==> src/rtl/reply_latency_meter.sv <==
// Measures the cycles between the end of a guess frame and the MCU's YES/NO reply byte,
// reports each measurement, and tracks the longest latency and the first YES guess.
module reply_latency_meter #(
   parameter int unsigned CNT_W   = 24,
   parameter int unsigned TIMEOUT = 5_000_000
) (
   input  logic             CLK_50,
   input  logic             SW,
   input  logic             guess_sent,
   input  logic [7:0]       guess_byte,
   input  logic [7:0]       bus_byte,
   input  logic             clear_stats,
   output logic             result_valid,
   output logic [7:0]       result_guess,
   output logic [CNT_W-1:0] result_cycles,
   output logic [1:0]       result_kind,
   output logic [CNT_W-1:0] max_cycles,
   output logic [7:0]       max_guess,
   output logic             found,
   output logic [7:0]       found_guess
);

   typedef enum logic [1:0] {StIdle, StMeasure, StReport} state_e;

   localparam logic [7:0]       YesByte    = 8'h03;
   localparam logic [7:0]       NoByte     = 8'h04;
   localparam logic [1:0]       KindNo     = 2'b00;
   localparam logic [1:0]       KindYes    = 2'b01;
   localparam logic [1:0]       KindTmo    = 2'b10;
   localparam logic [CNT_W-1:0] CntLast    = CNT_W'(TIMEOUT - 1);
   localparam logic [CNT_W-1:0] TimeoutVal = CNT_W'(TIMEOUT);

   state_e           state_q, state_d;
   logic [CNT_W-1:0] cnt_q, cnt_d;
   logic             armed_q, armed_d;
   logic [7:0]       guess_q, guess_d;
   logic [7:0]       result_guess_q, result_guess_d;
   logic [CNT_W-1:0] result_cycles_q, result_cycles_d;
   logic [1:0]       result_kind_q, result_kind_d;
   logic [CNT_W-1:0] max_cycles_q, max_cycles_d;
   logic [7:0]       max_guess_q, max_guess_d;
   logic             found_q, found_d;
   logic [7:0]       found_guess_q, found_guess_d;

   logic is_reply;
   logic reply_hit;
   logic at_last;

   assign is_reply  = (bus_byte == YesByte) || (bus_byte == NoByte);
   // A reply only counts once the bus has shown a non-reply value since the guess went out.
   assign reply_hit = armed_q && is_reply;
   assign at_last   = (cnt_q == CntLast);

   // State and datapath registers with synchronous reset
   always_ff @(posedge CLK_50) begin
      if (SW) begin
         state_q         <= StIdle;
         cnt_q           <= '0;
         armed_q         <= 1'b0;
         guess_q         <= '0;
         result_guess_q  <= '0;
         result_cycles_q <= '0;
         result_kind_q   <= '0;
         max_cycles_q    <= '0;
         max_guess_q     <= '0;
         found_q         <= 1'b0;
         found_guess_q   <= '0;
      end else begin
         state_q         <= state_d;
         cnt_q           <= cnt_d;
         armed_q         <= armed_d;
         guess_q         <= guess_d;
         result_guess_q  <= result_guess_d;
         result_cycles_q <= result_cycles_d;
         result_kind_q   <= result_kind_d;
         max_cycles_q    <= max_cycles_d;
         max_guess_q     <= max_guess_d;
         found_q         <= found_d;
         found_guess_q   <= found_guess_d;
      end
   end

   // Next-state logic; a new guess restarts measurement from any state
   always_comb begin
      state_d = state_q;
      unique case (state_q)
         StIdle: begin
            if (guess_sent) state_d = StMeasure;
         end
         StMeasure: begin
            if (guess_sent)                state_d = StMeasure;
            else if (reply_hit || at_last) state_d = StReport;
            else                           state_d = StMeasure;
         end
         StReport: begin
            state_d = guess_sent ? StMeasure : StIdle;
         end
         default: state_d = StIdle;
      endcase
   end

   // Measurement datapath: capture guess, count, arm, and latch the result
   always_comb begin
      cnt_d           = cnt_q;
      armed_d         = armed_q;
      guess_d         = guess_q;
      result_guess_d  = result_guess_q;
      result_cycles_d = result_cycles_q;
      result_kind_d   = result_kind_q;
      if (guess_sent) begin
         guess_d = guess_byte;
         cnt_d   = '0;
         armed_d = !is_reply;
      end else if (state_q == StMeasure) begin
         if (!armed_q && !is_reply) armed_d = 1'b1;
         if (reply_hit) begin
            result_guess_d  = guess_q;
            result_cycles_d = cnt_q;
            result_kind_d   = (bus_byte == YesByte) ? KindYes : KindNo;
         end else if (at_last) begin
            result_guess_d  = guess_q;
            result_cycles_d = TimeoutVal;
            result_kind_d   = KindTmo;
         end else begin
            cnt_d = cnt_q + 1'b1;
         end
      end
   end

   // Statistics update on the report cycle; clear_stats has priority
   always_comb begin
      max_cycles_d  = max_cycles_q;
      max_guess_d   = max_guess_q;
      found_d       = found_q;
      found_guess_d = found_guess_q;
      if (state_q == StReport && result_kind_q != KindTmo) begin
         // Strict compare so ties keep the earlier guess.
         if (result_cycles_q > max_cycles_q) begin
            max_cycles_d = result_cycles_q;
            max_guess_d  = result_guess_q;
         end
         if (result_kind_q == KindYes && !found_q) begin
            found_d       = 1'b1;
            found_guess_d = result_guess_q;
         end
      end
      if (clear_stats) begin
         max_cycles_d  = '0;
         max_guess_d   = '0;
         found_d       = 1'b0;
         found_guess_d = '0;
      end
   end

   // Outputs
   always_comb begin
      result_valid  = (state_q == StReport);
      result_guess  = result_guess_q;
      result_cycles = result_cycles_q;
      result_kind   = result_kind_q;
      max_cycles    = max_cycles_q;
      max_guess     = max_guess_q;
      found         = found_q;
      found_guess   = found_guess_q;
   end

endmodule

==> config.mk <==
export PLATFORM = sky130hd
export DESIGN_NAME = reply_latency_meter
export DESIGN_NICKNAME = d
export VERILOG_FILES = /design/src/rtl/reply_latency_meter.sv
export SDC_FILE = /design/constraint.sdc
export NUM_CORES = 1
export LEC_CHECK = 0
export CAP_MARGIN = 25
export CORE_ASPECT_RATIO = 0.8
export CORE_MARGIN = 2
export CORE_UTILIZATION = 55
export CTS_BUF_LIST = sky130_fd_sc_hd__clkbuf_4 sky130_fd_sc_hd__clkbuf_8
export CTS_CLUSTER_DIAMETER = 150
export DETAILED_ROUTE_END_ITERATION = 8
export PLACE_DENSITY = 0.83
export SLEW_MARGIN = 10
export SYNTH_ARGS = -nofsm -noshare
export SYNTH_HDL_FRONTEND = slang
export SYNTH_SLANG_ARGS = --single-unit
==> constraint.sdc <==
create_clock -name CLK_50 -period 5.7 [get_ports CLK_50]
set_input_delay 0.57 -clock CLK_50 [delete_from_list [all_inputs] [get_ports CLK_50]]
set_output_delay 0.57 -clock CLK_50 [all_outputs]
set_load 0.05 [all_outputs]
==> key figures, run 1 <==
Finish
  • Finished Core Util: 70.3%
  • Share of layout cells above drive strength 1: 5.83%
  • Area delta synth->final: 22.8%
  • Antenna Cells: 0
  • Post-Layout Cell Count: 801
  • Fin nets: 726
  • Post-route cell area: 6430 um^2

Placement
  • Dpl cells: 783
  • Pre-CTS WS: 1.96 ns
  • DP HPWL: 10300 um
  • Routability-driven placement congestion ratio: 0.866
  • IO buf count: 95
  • Placed Area: 6190 um^2

CTS
  • Clk root buf: clkbuf_8
  • CTS Sinks: 110
  • Htree depth: 3
  • Clk Latency, worst-skew pair: 0.38 ns
  • Post-CTS Setup Bufs: 0
  • Post-CTS Resized: 0
  • Clk slew on worst S/H paths: 0.10 ns
  • Clock Path Buffers: 2
  • TritonCTS buffer count: 9
  • CTS tree: built
  • Hold buffer count at cts: 0

Synth
  • Post-Syn Nets: 657
  • Post-Synthesis Cells: 612
  • Post-synth EDFFs: 0
  • Cell area after synthesis: 5240 um^2
  • Main synth FF type: dfxtp_1
  • Sequential element share of the synthesized area: 42.1%
  • Yosys warnings: 0
  • Post-synth cell types: 55
  • Flops & latches, synth: 110
  • Ys async rst share: 0%
  • Mapped Avg Cell Area: 8.56 um^2

Worst setup path
  • Worst R2R Setup Slack: 2.66 ns
  • RR Startpoint: max_cycles[23]
  • Setup crit start kind: input port
  • Setup crit end kind: register
  • Reg-to-Reg End: max_cycles[18]
  • R2R cell count: 9
  • Worst Setup Path Type: input port to register
  • Crit path required time: 5.98 ns
  • Data arrival, critical path: 3.44 ns
  • Maximum fanout along the worst path: 27

GRT
  • Vias in the first global route: 4649
  • Tot GR Track Use: 28.3%
  • Aggregate global routing overflow: 0
  • Global-route wire length before repair: 23500 um
  • Antenna violations before repair: 0
  • Largest net degree at the start of global routing: 48

Timing
  • Final worst slack: 2.55 ns
  • Worst Tran Pin Value: 0.971 ns
  • Hold Fails Final Rpt: 0
  • Peak Freq: 0.317 GHz
  • Min Tclk post-route: 3.15 ns
  • Hold slack: 0.476 ns
  • Final clock period utilization by the worst path: 55.3%
  • Final setup viols: 0
  • Setup Skew: 0.0130 ns
  • Worst relative slew slack: 35.2%
  • Final setup TNS: 0 ns
  • Fin. max-slew vios: 0
  • Unrepaired setup endpoints after global routing: no

Pwr
  • P per Cell Area: 207 nW/um^2
  • Leakage: 2.38 nW
  • Power, Total: 1.33 mW
  • Worst IR drop on VDD: 0.125 mV

Floorplan
  • I/O pin total: 96
  • Rows: 31
  • Core area: 9150 um^2
  • Die area: 10300 um^2
  • Initial Util: 57.2%
  • Die Wd: 113 um
  • Die height: 91.3 um

Routing
  • Drt initial violations: 648
  • Drt wl/cell: 18.4 um
  • Vias/cell: 6.23
  • Top Layer Used: met4
  • Met3 routed WL: 1230 um
  • First-pass DRT Iterations: 9
  • Wirelength, routed: 14700 um
  • Residual DRC count: 7
  • Metal-1 WL: 6340 um
  • Met2 Routed Length: 6930 um
  • Via count: 4992
  • Detail Route Antenna Nets: 0

Worst hold path
  • WHS Endpoint: max_guess[6]
  • Worst Hold Class: register to register
  • Hold Path Depth: 2
  • Worst Hold Launch: max_guess[6]

Run status
  • Failing checks: design-rule violations
  • Status: finished with violations

Run
  • Number of max-cap violations: 0
## sequential cells by signal (all words and copies together) (netlist names)
| signal | cells |
|---|---|
| cnt_q | 24 |
| max_cycles | 24 |
| result_cycles | 24 |
| found_guess | 8 |
| guess_q | 8 |
| max_guess | 8 |
| result_guess | 8 |
| result_kind | 2 |
| state_q | 2 |
| armed_q | 1 |
| found | 1 |
## worst max path at each step
stage,start,to,slack [ns],depth (start not counted)
2_1_floorplan,max_cycles[22],max_cycles[6],3.18,9
3_3_place_gp,guess_sent,result_guess[7],2.20,5
3_5_place_dp,guess_sent,result_cycles[6],1.96,5
4_1_cts,guess_sent,result_cycles[18],2.34,5
5_1_grt,guess_sent,result_kind[0],2.37,6
6_report,guess_sent,result_cycles[18],2.55,6
## power by group
group	total [mW]	leakage [nW]	internal (mW)	switching [mW]
logic	0.0513	1.38	0.0212	0.0301
registers	0.777	0.888	0.773	0.00451
clock network	0.501	0.110	0.231	0.270
## cell usage after synthesis (2+ instances only)
master    number  share of area, %
xnor2_1       11               1.8
o21ai_0        7              0.67
a21oi_1       75               7.2
dfxtp_1      110                42
and4_1         5              0.84
nand3_1       29               2.8
and2_1         2              0.24
and3_1         4              0.48
nor3_1         5              0.48
clkbuf_1      29               2.1
nor2_1        61               4.4
nor4_1         7              0.84
buf_2          6              0.57
or2_2          2              0.24
a211o_1        2              0.33
nor4b_1        2              0.33
nand2b_1       2              0.24
o31ai_1       33               4.7
xor2_1         6               1.0
nand4_1       47               5.6
nand2_1       44               3.2
mux2i_1       16               3.1
buf_1          6              0.43
nor2b_1        3              0.36
a21boi_0       3              0.43
inv_1         28               2.0
buf_6          2              0.43
and3b_1        2              0.33
or3_1          5              0.60
ha_1          25               6.0
a211oi_1       8               1.1
a211oi_2       2              0.48
## metal layers
| metal | global-route usage, % | vias to the layer above |
|---|---|---|
| li1 | - | 2351 |
| met1 | 39.7 | 2342 |
| met2 | 44.8 | 269 |
| met3 | 4.87 | 30 |
| met4 | 8.03 | 0 |
| met5 | 0 | - |
## cells in the final DEF, fill, tap and decap left out, drive strengths merged, types with 3 or more instances in the layout
cell and n:
or3 5, xor2 6, xnor2 11, nor2 61
and4 5, clkbuf 11, mux2i 16, nand2 45
a21oi 75, a211oi 10, a21boi 4, dfxtp 110
inv 29, nand3 29, nor2b 3, o21ai 8
and3 4, ha 25, nor3 6, clkinv 3
o31ai 34, nand4 48, nor4 7, clkdlybuf4s50 95
buf 9
## cell families (layout without fill, tap and decap cells)
group	Yosys count	count (layout)	share of synthesized area [%]
simple gates	226	226	22.2
compound gates	144	144	17.8
flops	110	110	42.1
buf+inv	74	148	6.05
fa+ha+maj	25	25	5.97
xor+xnor	17	17	2.84
mux	16	16	3.06
## cell type report
class,instances,area [um^2]
Clock inverter,5,65.1
Fill cell,708,2720
Inverter,28,105
Sequential cell,110,2200
Multi-Input combinational cell,428,2740
Tap cell,115,144
Clock buffer,11,151
Timing Repair Buffer,104,1030
## critical path, stage by stage
cell	delay [ns]
clkdlybuf4s50_1	0.82
nor2_1	0.60
buf_4	0.27
and2_1	0.79
nor2_1	0.09
a211oi_1	0.28
Note: power is estimated with default switching activity, not from simulation.
==> inputs of run 2 (changes only) <==
CORE_UTILIZATION = 49   (was 55)
PLACE_DENSITY = 0.78   (was 0.83)
clock period = 2.5 ns   (was 5.7 ns; I/O delays follow)
==> key figures, run 2 (synthesized netlist as in run 1, its figures left out) <==
Run status
  • Status: finished, final reports clean

Routing
  • Detail Route Antenna Nets: 0 (unchanged)
  • Drt initial violations: 540 (-17%)
  • Wirelength, routed: 15100 um (+2.5%)
  • Residual DRC count: 0 (-7)
  • Via count: 5185 (+3.9%)
  • Drt wl/cell: 17.4 um (-5.3%)
  • Vias/cell: 5.98 (-4.0%)
  • First-pass DRT Iterations: 5 (-4)

Floorplan
  • Die height: 96.5 um (+5.7%)
  • I/O pin total: 96 (unchanged)
  • Die Wd: 120 um (+5.7%)
  • Core area: 10300 um^2 (+13%)
  • Die area: 11500 um^2 (+12%)
  • Rows: 33 (+6.5%)
  • Initial Util: 50.7% (-6.5 points)

CTS
  • Htree depth: 3 (unchanged)
  • Clk slew on worst S/H paths: 0.10 ns (about the same)
  • Hold buffer count at cts: 0 (unchanged)
  • Clk Latency, worst-skew pair: 0.38 ns (about the same)
  • TritonCTS buffer count: 9 (unchanged)
  • CTS Sinks: 110 (unchanged)
  • Clk root buf: clkbuf_8
  • Clock Path Buffers: 2 (unchanged)
  • CTS tree: built

Finish
  • Most common cell after layout, fill and taps aside: dfxtp_1
  • Share of layout cells above drive strength 1: 12.4% (+6.5 points)
  • Reg area: 2210 um^2 (+0.23%)
  • Fin nets: 767 (+5.6%)
  • Area delta synth->final: 30.6%
  • Finished Core Util: 66.3% (-4.0 points)
  • FILL cells: 818 (+16%)
  • Most frequent cells in the layout: dfxtp_1, clkdlybuf4s50_1, a21oi_1, nor2_1, nand4_1
  • Antenna Cells: 0 (unchanged)
  • Area of the multi-input gates: 2760 um^2 (+0.73%)

Worst setup path
  • Data arrival, critical path: 2.61 ns (-0.83 ns)
  • Worst R2R Setup Slack: 0.13 ns (-2.53 ns)
  • Worst Setup Path Type: register to register
  • Setup crit start kind: register
  • Setup crit end kind: register
  • Maximum fanout along the worst path: 32 (+19%)
  • Crit path required time: 2.74 ns (-3.24 ns)

GRT
  • Tot GR Track Use: 25.4% (-2.9 points)
  • Largest net degree at the start of global routing: 46 (-4.2%)
  • Vias in the first global route: 4610 (-0.84%)
  • Global-route wire length before repair: 23400 um (-0.59%)
  • Aggregate global routing overflow: 0 (unchanged)
  • Antenna violations before repair: 0 (unchanged)

Worst hold path
  • Worst Hold Class: register to register

Placement
  • DP HPWL: 10600 um (+2.5%)
  • Pre-CTS WS: 0.132 ns (-1.83 ns)
  • Routability-driven placement congestion ratio: 0.909 (+5.0%)
  • IO buf count: 95 (unchanged)

Timing
  • Worst relative slew slack: 44.1% (+8.9 points)
  • Final clock period utilization by the worst path: 94.9%
  • Final setup viols: 0 (unchanged)
  • Unrepaired setup endpoints after global routing: no
  • Min Tclk post-route: 2.37 ns
  • Final setup TNS: 0 ns (unchanged)
  • Hold Fails Final Rpt: 0 (unchanged)
  • Setup Skew: 0.00871 ns (-0.00428 ns)
  • Final worst slack: 0.128 ns (-2.42 ns)
  • Worst Tran Pin Value: 0.838 ns (-0.133 ns)
  • Fin. max-slew vios: 0 (unchanged)
  • Peak Freq: 0.422 GHz
  • Hold slack: 0.466 ns (-0.0101 ns)

Pwr
  • Leakage: 2.59 nW (+8.9%)
  • Power, Total: 2.91 mW (+120%)
  • Worst IR drop on VDD: 0.309 mV (+150%)
  • P per Cell Area: 425 nW/um^2 (+110%)

Run
  • Number of max-cap violations: 0 (unchanged)
## run 2: worst paths after layout
kind	cells past startpoint	startpoint	end
min	2	guess_q[5]	result_guess[5]
min reg2reg	2	guess_q[5]	result_guess[5]
max reg2reg	10	max_cycles[21]	max_cycles[1]
max	10	max_cycles[21]	max_cycles[1]
## run 2: repair_timing
action / in CTS / in global routing
buffers inserted: 0 / 2
endpoints found under the setup margin: 0 / 41
gates resized for setup: 0 / 8
## run 2: final cells by class
cell class / instances / share of cell area, %
timing repair buffer: 145 / 20.6
inverter: 28 / 1.54
clock buffer: 12 / 2.23
multi-input combinational: 428 / 40.3
sequential: 110 / 32.3
clock inverter: 4 / 0.476
tap: 140 / 2.56
## run 2: power by group
part	switching, mW	total [mW]	internal [mW]
clock network	0.600	1.02	0.416
logic	0.0704	0.123	0.0528
registers	0.00884	1.77	1.76
total	0.679	2.91	2.23
## run 2: metrics by stage
| stage | std cells | instance area [um^2] |
|---|---|---|
| 2_1_floorplan | 612 | 5240 |
| 3_3_place_gp | 847 | 6570 |
| 3_5_place_dp | 847 | 6570 |
| 4_1_cts | 863 | 6750 |
| 5_1_grt | 867 | 6840 |
| 6_report | 867 | 6840 |
## run 2: worst max-delay path, stage by stage (launching register included)
cell	delay [ns]
dfxtp_1	0.39
inv_1	0.06
ha_1	0.28
nand4_1	0.14
nor4_2	0.30
buf_4	0.15
a21boi_1	0.11
and3_1	0.23
buf_12	0.18
o31ai_1	0.27
a21oi_1	0.11
## run 2: per-layer routing
metal	vias up	wire length, um	share of wire, %	GRT usage, %
met5	-	0	0	0
met4	0	313	2.1	8.73
met3	36	1060	7.0	5.34
met2	244	6560	43	39.0
met1	2468	7180	48	35.6
li1	2437	-	-	-
